[src/rtl/al_clksw_pkg.sv]
// Shared types and helpers for the N-channel clock-switch sequencer.
package al_clksw_pkg;

   // Widest channel vector the helpers support
   localparam int unsigned MAX_CH = 16;

   typedef enum logic [2:0] {
      StIdle,
      StDrain,
      StSwitch,
      StArm,
      StEnable,
      StRevert
   } clksw_state_e;

   // One-hot of idx within an n-channel vector; all-zero when idx is out of range
   function automatic logic [MAX_CH-1:0] onehot(input int unsigned idx, input int unsigned n);
      return (idx < n) ? (MAX_CH'(1) << idx) : '0;
   endfunction

   // Ceiling log2 for sizing counters at elaboration time
   function automatic int unsigned clog2(input int unsigned v);
      int unsigned r;
      r = 0;
      while ((64'd1 << r) < 64'(v)) r++;
      return r;
   endfunction

endpackage

[src/rtl/al_logic_clksw_ctrl_if.sv]
// Request/acknowledge and switch-primitive signals of the clock-switch sequencer.
interface al_logic_clksw_ctrl_if #(
   parameter int unsigned NUM_CH = 4,
   parameter int unsigned SEL_W  = 2
);
   logic              req_valid;
   logic [SEL_W-1:0]  req_sel;
   logic              req_ready;
   logic [NUM_CH-1:0] ch_alive;
   logic [NUM_CH-1:0] ce;
   logic [NUM_CH-1:0] sel;
   logic [SEL_W-1:0]  cur_sel;
   logic              done;
   logic              err;

   modport master (
      output req_valid, req_sel, ch_alive,
      input  req_ready, ce, sel, cur_sel, done, err
   );

   modport slave (
      input  req_valid, req_sel, ch_alive,
      output req_ready, ce, sel, cur_sel, done, err
   );
endinterface

[src/rtl/al_clksw_cnt.sv]
// Loadable down-counter that saturates at zero and flags terminal count.
module al_clksw_cnt #(
   parameter int unsigned WIDTH = 8
) (
   input  logic             clk,
   input  logic             rst,
   input  logic             load,
   input  logic [WIDTH-1:0] load_val,
   input  logic             dec,
   output logic             tc
);
   logic [WIDTH-1:0] count_q, count_d;

   // Load wins over decrement; decrement stops at zero
   always_comb begin
      count_d = count_q;
      if (load) begin
         count_d = load_val;
      end else if (dec && (count_q != '0)) begin
         count_d = count_q - 1'b1;
      end
   end

   // Count register
   always_ff @(posedge clk) begin
      if (rst) count_q <= '0;
      else     count_q <= count_d;
   end

   assign tc = (count_q == '0);
endmodule

[src/rtl/al_logic_clksw_ctrl.sv]
// Break-before-make clock-switch sequencer driving per-channel ce and one-hot sel.
module al_logic_clksw_ctrl
   import al_clksw_pkg::*;
#(
   parameter int unsigned NUM_CH      = 4,
   parameter int unsigned SEL_W       = 2,
   parameter int unsigned INIT_SEL    = 0,
   parameter int unsigned HOLD_CYC    = 4,
   parameter int unsigned TIMEOUT_CYC = 64
) (
   input logic                  clk,
   input logic                  rst,
   al_logic_clksw_ctrl_if.slave bus
);
   localparam int unsigned CNT_MAX = (TIMEOUT_CYC > HOLD_CYC) ? TIMEOUT_CYC : HOLD_CYC;
   localparam int unsigned CNT_W   = clog2(CNT_MAX + 1);
   // DRAIN spans HOLD_CYC cycles; ARM and REVERT idle HOLD_CYC cycles and act on the next one
   localparam logic [CNT_W-1:0] DRAIN_LD = CNT_W'(HOLD_CYC - 1);
   localparam logic [CNT_W-1:0] HOLD_LD  = CNT_W'(HOLD_CYC);
   localparam logic [CNT_W-1:0] TOUT_LD  = CNT_W'(TIMEOUT_CYC - 1);

   clksw_state_e      state_q, state_d;
   logic [SEL_W-1:0]  target_q, target_d;
   logic [SEL_W-1:0]  prev_q, prev_d;
   logic [SEL_W-1:0]  cur_sel_q, cur_sel_d;
   logic              done_q, done_d;
   logic              err_q, err_d;
   logic              hold_load, hold_dec, hold_tc;
   logic [CNT_W-1:0]  hold_val;
   logic              tout_load, tout_dec, tout_tc;
   logic              req_ok;
   logic [NUM_CH-1:0] cur_oh;
   logic [NUM_CH-1:0] ce_c;

   assign req_ok = (32'(bus.req_sel) < NUM_CH);
   assign cur_oh = NUM_CH'(onehot(32'(cur_sel_q), NUM_CH));

   al_clksw_cnt #(.WIDTH(CNT_W)) u_hold_cnt (
      .clk      (clk),
      .rst      (rst),
      .load     (hold_load),
      .load_val (hold_val),
      .dec      (hold_dec),
      .tc       (hold_tc)
   );

   al_clksw_cnt #(.WIDTH(CNT_W)) u_tout_cnt (
      .clk      (clk),
      .rst      (rst),
      .load     (tout_load),
      .load_val (TOUT_LD),
      .dec      (tout_dec),
      .tc       (tout_tc)
   );

   // Next-state, request decode and counter control
   always_comb begin
      state_d   = state_q;
      target_d  = target_q;
      prev_d    = prev_q;
      cur_sel_d = cur_sel_q;
      done_d    = 1'b0;
      err_d     = 1'b0;
      hold_load = 1'b0;
      hold_val  = HOLD_LD;
      hold_dec  = 1'b0;
      tout_load = 1'b0;
      tout_dec  = 1'b0;
      unique case (state_q)
         StIdle: begin
            if (bus.req_valid) begin
               if (!req_ok) begin
                  err_d = 1'b1;
               end else if (bus.req_sel == cur_sel_q) begin
                  done_d = 1'b1;
               end else begin
                  target_d  = bus.req_sel;
                  prev_d    = cur_sel_q;
                  hold_load = 1'b1;
                  hold_val  = DRAIN_LD;
                  state_d   = StDrain;
               end
            end
         end
         StDrain: begin
            hold_dec = 1'b1;
            if (hold_tc) begin
               cur_sel_d = target_q;
               state_d   = StSwitch;
            end
         end
         StSwitch: begin
            hold_load = 1'b1;
            tout_load = 1'b1;
            state_d   = StArm;
         end
         StArm: begin
            hold_dec = 1'b1;
            tout_dec = 1'b1;
            // A live target seen on the expiry cycle still counts as success
            if (hold_tc && bus.ch_alive[target_q]) begin
               state_d = StEnable;
            end else if (tout_tc) begin
               cur_sel_d = prev_q;
               hold_load = 1'b1;
               state_d   = StRevert;
            end
         end
         StEnable: begin
            state_d = StIdle;
         end
         StRevert: begin
            hold_dec = 1'b1;
            if (hold_tc) state_d = StIdle;
         end
         default: begin
            state_d = StIdle;
         end
      endcase
   end

   // State and datapath registers
   always_ff @(posedge clk) begin
      if (rst) begin
         state_q   <= StIdle;
         target_q  <= SEL_W'(INIT_SEL);
         prev_q    <= SEL_W'(INIT_SEL);
         cur_sel_q <= SEL_W'(INIT_SEL);
         done_q    <= 1'b0;
         err_q     <= 1'b0;
      end else begin
         state_q   <= state_d;
         target_q  <= target_d;
         prev_q    <= prev_d;
         cur_sel_q <= cur_sel_d;
         done_q    <= done_d;
         err_q     <= err_d;
      end
   end

   // Clock enable follows the selected channel only when it is known to be stable
   always_comb begin
      ce_c = '0;
      unique case (state_q)
         StIdle, StEnable: ce_c = cur_oh;
         StRevert:         ce_c = hold_tc ? cur_oh : '0;
         default:          ce_c = '0;
      endcase
   end

   assign bus.ce        = ce_c;
   assign bus.sel       = cur_oh;
   assign bus.cur_sel   = cur_sel_q;
   assign bus.req_ready = (state_q == StIdle);
   assign bus.done      = done_q | (state_q == StEnable);
   assign bus.err       = err_q | ((state_q == StRevert) && hold_tc);
endmodule

[src/flat_wrapper.sv]
// flat-port wrapper written by rule: the top's interface ports become plain ports
module al_logic_clksw_ctrl_flat import al_clksw_pkg::*;
#(
   parameter int unsigned NUM_CH      = 4,
   parameter int unsigned SEL_W       = 2,
   parameter int unsigned INIT_SEL    = 0,
   parameter int unsigned HOLD_CYC    = 4,
   parameter int unsigned TIMEOUT_CYC = 64
)
  (clk, rst, bus_req_valid, bus_req_sel, bus_ch_alive, bus_req_ready, bus_ce, bus_sel, bus_cur_sel, bus_done, bus_err);
  al_logic_clksw_ctrl_if #(.NUM_CH(NUM_CH), .SEL_W(SEL_W)) bus_i ();
  input logic clk;
  input logic rst;
  input wire logic [$bits(bus_i.req_valid)-1:0] bus_req_valid;
  input wire logic [$bits(bus_i.req_sel)-1:0] bus_req_sel;
  input wire logic [$bits(bus_i.ch_alive)-1:0] bus_ch_alive;
  output wire logic [$bits(bus_i.req_ready)-1:0] bus_req_ready;
  output wire logic [$bits(bus_i.ce)-1:0] bus_ce;
  output wire logic [$bits(bus_i.sel)-1:0] bus_sel;
  output wire logic [$bits(bus_i.cur_sel)-1:0] bus_cur_sel;
  output wire logic [$bits(bus_i.done)-1:0] bus_done;
  output wire logic [$bits(bus_i.err)-1:0] bus_err;
  assign bus_i.req_valid = bus_req_valid;
  assign bus_i.req_sel = bus_req_sel;
  assign bus_i.ch_alive = bus_ch_alive;
  assign bus_req_ready = bus_i.req_ready;
  assign bus_ce = bus_i.ce;
  assign bus_sel = bus_i.sel;
  assign bus_cur_sel = bus_i.cur_sel;
  assign bus_done = bus_i.done;
  assign bus_err = bus_i.err;
  al_logic_clksw_ctrl #(.NUM_CH(NUM_CH), .SEL_W(SEL_W), .INIT_SEL(INIT_SEL), .HOLD_CYC(HOLD_CYC), .TIMEOUT_CYC(TIMEOUT_CYC)) u_core (.clk(clk), .rst(rst), .bus(bus_i));
endmodule
[config.mk]
export PLATFORM = sky130hd
export DESIGN_NAME = al_logic_clksw_ctrl_flat
export DESIGN_NICKNAME = d
export VERILOG_FILES = /design/src/rtl/al_clksw_pkg.sv /design/src/rtl/al_logic_clksw_ctrl_if.sv /design/src/rtl/al_clksw_cnt.sv /design/src/rtl/al_logic_clksw_ctrl.sv /design/src/flat_wrapper.sv
export SDC_FILE = /design/constraint.sdc
export NUM_CORES = 1
export LEC_CHECK = 0
export BUFFER_PORTS_ARGS = -buffer_cell sky130_fd_sc_hd__buf_4
export CORE_ASPECT_RATIO = 0.9
export CORE_MARGIN = 3
export CORE_UTILIZATION = 30
export DETAILED_ROUTE_END_ITERATION = 10
export PLACE_DENSITY = 0.53
export SYNTH_ARGS = -nofsm -noshare
export SYNTH_HDL_FRONTEND = slang
export SYNTH_SLANG_ARGS = --single-unit
[constraint.sdc]
create_clock -name clk -period 4.1 [get_ports clk]
set_input_delay 0.615 -clock clk [delete_from_list [all_inputs] [get_ports clk]]
set_output_delay 0.615 -clock clk [all_outputs]
set_load 0.01 [all_outputs]
==> results.yml, run 1 <==
sta:
  grt_setup_unrepaired: "no"
  max_freq_ghz: 0.352
  finalMaxSlewViolations: 0
  final_hold_viol_count: 0
  tns_ns: 0
  slew_headroom: 0.663
  period_minus_slack_ns: 2.84
  worstMarginPinSlew_ns: 0.505
  skew_ns: 0.00101
  setup_viol: 0
  period_share: 0.693
die:
  fp.dieW_microns: 78.2
  chipHeight_microns: 71.0
  num_rows: 22
  core_sq_um: 4290
  io_pins: 22
  initial_core_util: 0.328
  die_area_sq_um: 5550
place:
  place_congestion: 0.791
  hpwlAfterDp_mm: 2.25
  portBuffers: 21
detailed_routing:
  ant_nets: 0
  drc: 0
  drt_iter0_drc: 59
  drt-total-wl_mm: 2.93
  via_per_inst: 4.95
  wire_per_inst_microns: 12.4
  first_pass_iters: 4
  vias: 1169
status:
  outcome: "finished clean"
final_layout:
  fin_nets: 189
  drive_gt1_frac: 0.216
  area_delta_synth_final_pct: 16.8
  diodes: 0
synthesis:
  syn_inst: 159
  yosys_warnings: 0
  synth_edf_count: 0
  yosysSeqAreaShare: 0.341
  syn-num-nets: 171
  async_reset_ff_frac: 0
  synth_area_sq_um: 1410
  synth_ff_type: "dfxtp_1"
  yosys.cell_types.count: 44
  synth_area_per_cell_sq_um: 8.85
  ys_ff_latch: 24
power_and_ir_drop:
  ir_drop_mv: 0.302
  p_leak_uw: 0.000676
  power_density_nw_per_um2: 738
  power.total_uw: 1210
global_routing:
  use_met2: 0.171
  grt_max_degree: 19
  antenna_found_initial: 0
  grt_pass1_vias: 1093
  grt_overflow: 0
  grt_pass1_wl_mm: 5.00
  busiest_layer: "met2"
  grtUsageMet3: 0.0369
  use_met1: 0.149
  grt.total_usage: 0.111
clock_tree:
  cts.htree.levels: 1
  cts_tree: "done"
  root_buffer: "clkbuf_8"
  cts_made_buffers: 3
  cts_sinks: 24
  cts-resized-gates: 0
  clockBufferDepth: 2
  hold_buffers: 0
  cts.reportedPaths.clkPinSlew_ns: 0.09
  post_cts_buffers: 0
  clk_latency_ns: 0.27
critical_path:
  critPathMaxFanout: 4
  worst-setup-path-type: "flop to output port"
  cp.arrival_ns: 2.23
  startpoint_type: "flop"
  cp-end-kind: "output port"
  worst_ep_required_time_ns: 3.48
flow_run:
  max-cap-violations: 0
min_path:
  hold_class: "flop to flop"
-- report_power, final --
| part | switching [uW] | internal [uW] |
|---|---|---|
| Sequential | 84.3 | 294 |
| Combinational | 335 | 290 |
| Clock | 79.6 | 131 |
-- worst paths after layout --
check                               startpoint                           end  slack (ns)  cells after the start
hold reg to reg   u_core.u_tout_cnt.count_q[6]  u_core.u_tout_cnt.count_q[6]        0.44                      2
setup / recovery  u_core.u_hold_cnt.count_q[0]                     bus_ce[2]        1.26                      8
setup reg to reg  u_core.u_hold_cnt.count_q[0]  u_core.u_hold_cnt.count_q[0]        2.16                      7
hold / removal    u_core.u_tout_cnt.count_q[6]  u_core.u_tout_cnt.count_q[6]        0.44                      2
-- through the flow --
| stage | util | hold slack [ns] | area (sq um) | setup WS (ns) | cells |
|---|---|---|---|---|---|
| after global placement | 0.366 | 0.429 | 1570 | 1.66 | 232 |
| after CTS | 0.383 | 0.443 | 1640 | 1.27 | 236 |
| after detailed placement | 0.366 | 0.425 | 1570 | 1.58 | 232 |
| after floorplan | - | 0.410 | 1410 | 1.79 | 159 |
| final | 0.383 | 0.436 | 1640 | 1.26 | 236 |
| after global routing | 0.383 | 0.464 | 1640 | 1.13 | 236 |
-- cells by family after synthesis --
family	after synthesis	synth area share
DFF	24	0.341
and+or+nand+nor	68	0.276
xor gates and xnor gates	10	0.0622
muxes	9	0.0729
AOI/OAI and AO/OA	30	0.154
adders and majority gates	3	0.0267
buffers and inverters	15	0.0667
-- Yosys cell counts, drive strengths merged (3+ instances only) --
cell type / instances / area (sq um)
dfxtp: 24 / 480
a21oi: 14 / 73.8
nor2: 14 / 52.6
nand2: 12 / 47.6
mux2i: 8 / 80.1
xor2: 8 / 70.1
inv: 7 / 26.3
nor2b: 7 / 43.8
nand3: 6 / 35.0
nor3: 6 / 40.0
buf: 5 / 46.3
a21o: 4 / 30.0
nor3b: 4 / 35.0
a211oi: 3 / 32.5
and2: 3 / 18.8
and3: 3 / 23.8
clkbuf: 3 / 21.3
ha: 3 / 37.5
nand3b: 3 / 22.5
o21ai: 3 / 15.0
-- final cells by class --
cell class | count | area [sq um]
inverters | 7 | 26.3
repair buffers | 21 | 158
clock buffers | 3 | 41.3
fillers | 462 | 2650
flip-flops and latches | 24 | 480
well taps | 60 | 75.1
multi-input cells | 120 | 833
clock inverters | 1 | 30.0
-- state kept, by name, summed over array words and instances, names as in the netlist --
signal and count:
u_core.u_hold_cnt.count_q 7, u_core.u_tout_cnt.count_q 7, u_core.target_q 2, u_core.done_q 1, u_core.bus.cur_sel 2, u_core.state_q 3, u_core.prev_q 2
-- layout by cell type, fill, tap and decap left out, types with 3 or more instances in the layout --
master	instances
a21o_1	4
a21oi_1	13
and2_1	3
buf_4	21
clkbuf_8	3
dfxtp_1	24
ha_1	3
inv_1	7
mux2i_1	8
nand2_1	11
nand3_1	5
nand3b_1	3
nor2_1	14
nor2b_1	7
nor3_1	4
nor3b_1	3
o21ai_0	3
xor2_1	8
-- critical path, stage by stage, from the launching register on --
cell and delay (ns):
dfxtp_1 0.31, inv_1 0.13, ha_1 0.18, nor3b_1 0.44, and2_1 0.28, nand2_1 0.07, a21o_1 0.22, nor3b_1 0.18
buf_4 0.15
-- routing by layer --
layer  vias to the layer above  share of wire
met3                         4          0.044
met1                       564           0.48
met2                        15           0.47
met5                         -              0
met4                         0          0.011
li1                        586              -
(Power assumes the default switching activity.)
==> run 2: changes to the inputs <==
PLACE_DENSITY = 0.54   (was 0.53)
clock period = 2.47 ns   (was 4.1 ns; I/O delays follow)
==> run 2 against run 1 <==
Die area is the same. Via count shrank 4.1%. Cell count grew 0.42%. Sequential power grew 67%. Count of clock-buffer cells in the layout is the same. Critical path depth is the same. Critical endpoint unchanged.
==> results.yml, run 2 (synthesis results as in run 1) <==
detailed_routing:
  wire_per_inst_microns: 12.1
  drt-total-wl_mm: 2.88
  vias: 1121
  first_pass_iters: 4
  via_per_inst: 4.73
  ant_nets: 0
  drt_iter0_drc: 53
  drc: 0
power_and_ir_drop:
  power.total_uw: 1910
  ir_drop_mv: 0.373
  power_density_nw_per_um2: 1170
  p_leak_uw: 0.000674
clock_tree:
  hold_buffers: 0
  cts_made_buffers: 3
  root_buffer: "clkbuf_8"
  post_cts_buffers: 0
  cts_tree: "done"
  cts-resized-gates: 0
  cts.htree.levels: 1
  clockBufferDepth: 2
  cts_sinks: 24
  cts.reportedPaths.clkPinSlew_ns: 0.08
  clk_latency_ns: 0.26
die:
  fp.dieW_microns: 78.2
  initial_core_util: 0.328
  core_sq_um: 4290
  num_rows: 22
  die_area_sq_um: 5550
  io_pins: 22
  chipHeight_microns: 71.0
sta:
  tns_ns: 0
  final_hold_viol_count: 0
  skew_ns: 0.00557
  grt_setup_unrepaired: "no"
  slew_headroom: 0.661
  period_minus_slack_ns: 2.25
  worstMarginPinSlew_ns: 0.507
  finalMaxSlewViolations: 0
  setup_viol: 0
  period_share: 0.911
  max_freq_ghz: 0.445
  holdWs_ns: 0.361
global_routing:
  grt_pass1_vias: 1085
  grt_pass1_wl_mm: 5.09
  grt_overflow: 0
  grt.total_usage: 0.112
  grt_max_degree: 19
  antenna_found_initial: 0
place:
  hpwlAfterDp_mm: 2.27
  portBuffers: 21
  place_congestion: 0.767
  placed_area_sq_um: 1590
final_layout:
  fin_util: 0.381
  mostFrequentLayoutCell: "dfxtp_1"
  diodes: 0
  seq_area_sq_um: 480
  drive_gt1_frac: 0.226
  fin_nets: 191
  fill_cells: 480
  reg_top3: "u_core.u_hold_cnt.count_q: 7 flops, u_core.u_tout_cnt.count_q: 7 flops, u_core.state_q: 3 flops"
  area_delta_synth_final_pct: 16.1
  layout_common_cells: "dfxtp_1, buf_4, nor2_1, a21oi_1, nand2_1"
  multi_input_area_sq_um: 838
  final_area_sq_um: 1630
flow_run:
  max-cap-violations: 0
critical_path:
  worst_ep_required_time_ns: 2.10
  cp.arrival_ns: 1.88
  critPathMaxFanout: 4
  cp-end-kind: "output port"
  slowest_stage: "dfxtp_1"
  crit_chain: "inv_1, ha_1, nor3b_2, and2_1, nand2_1, a21o_1, nor3b_1, buf_4"
  worst-setup-path-type: "flop to output port"
  cp_top_family: "simple AND/OR/NAND/NOR gates"
  slowest_delay_ns: 0.30
  crit_buf_inv: 2
  startpoint_type: "flop"
min_path:
  hold_class: "input port to flop"
status:
  outcome: "finished clean"
-- run 2: area by class of cell --
type                    count  area share
clock buffers               3      0.0253
inverters                   7      0.0161
multi-input cells         120       0.513
flip-flops and latches     24       0.294
well taps                  60      0.0459
repair buffers             23       0.106
-- run 2: worst reg2reg max path, delay by kind of cell, from the launching register on --
family                 cells  cell delay (ns)
AOI/OAI and AO/OA          1             0.15
and+or+nand+nor            3             0.89
DFF                        1             0.64
buffers and inverters      1             0.14
-- run 2: where the power goes --
part           internal (uW)  switching [uW]  total, uW  leakage [uW]
clock                    109             114        223     0.0000216
combinational            514             543       1060      0.000458
sequential               488             144        633      0.000195
-- run 2: layer usage --
layer  GRT usage  share of wire  vias to the layer above
li1            -              -                      593
met1       0.149           0.49                      512
met2       0.181           0.47                       11
met3      0.0280          0.029                        5
met4      0.0291          0.010                        0
met5           0              0                        -
-- run 2: path summary, 6_finish.rpt --
check / from / endpoint / slack [ns] / cells after the start
hold reg to reg: u_core.u_tout_cnt.count_q[6] / u_core.u_tout_cnt.count_q[6] / 0.44 / 2
setup reg to reg: u_core.state_q[1] / u_core.u_hold_cnt.count_q[0] / 0.55 / 5
setup / recovery: u_core.u_hold_cnt.count_q[0] / bus_ce[2] / 0.22 / 8
hold / removal: bus_req_sel[0] / u_core.target_q[0] / 0.36 / 3
-- run 2: per-stage QoR --
| step | instances | worst slack, ns |
|---|---|---|
| after floorplan | 159 | 0.400 |
| after global placement | 234 | 0.467 |
| after detailed placement | 234 | 0.445 |
| after CTS | 237 | 0.115 |
| after global routing | 237 | 0.0544 |
| final | 237 | 0.220 |
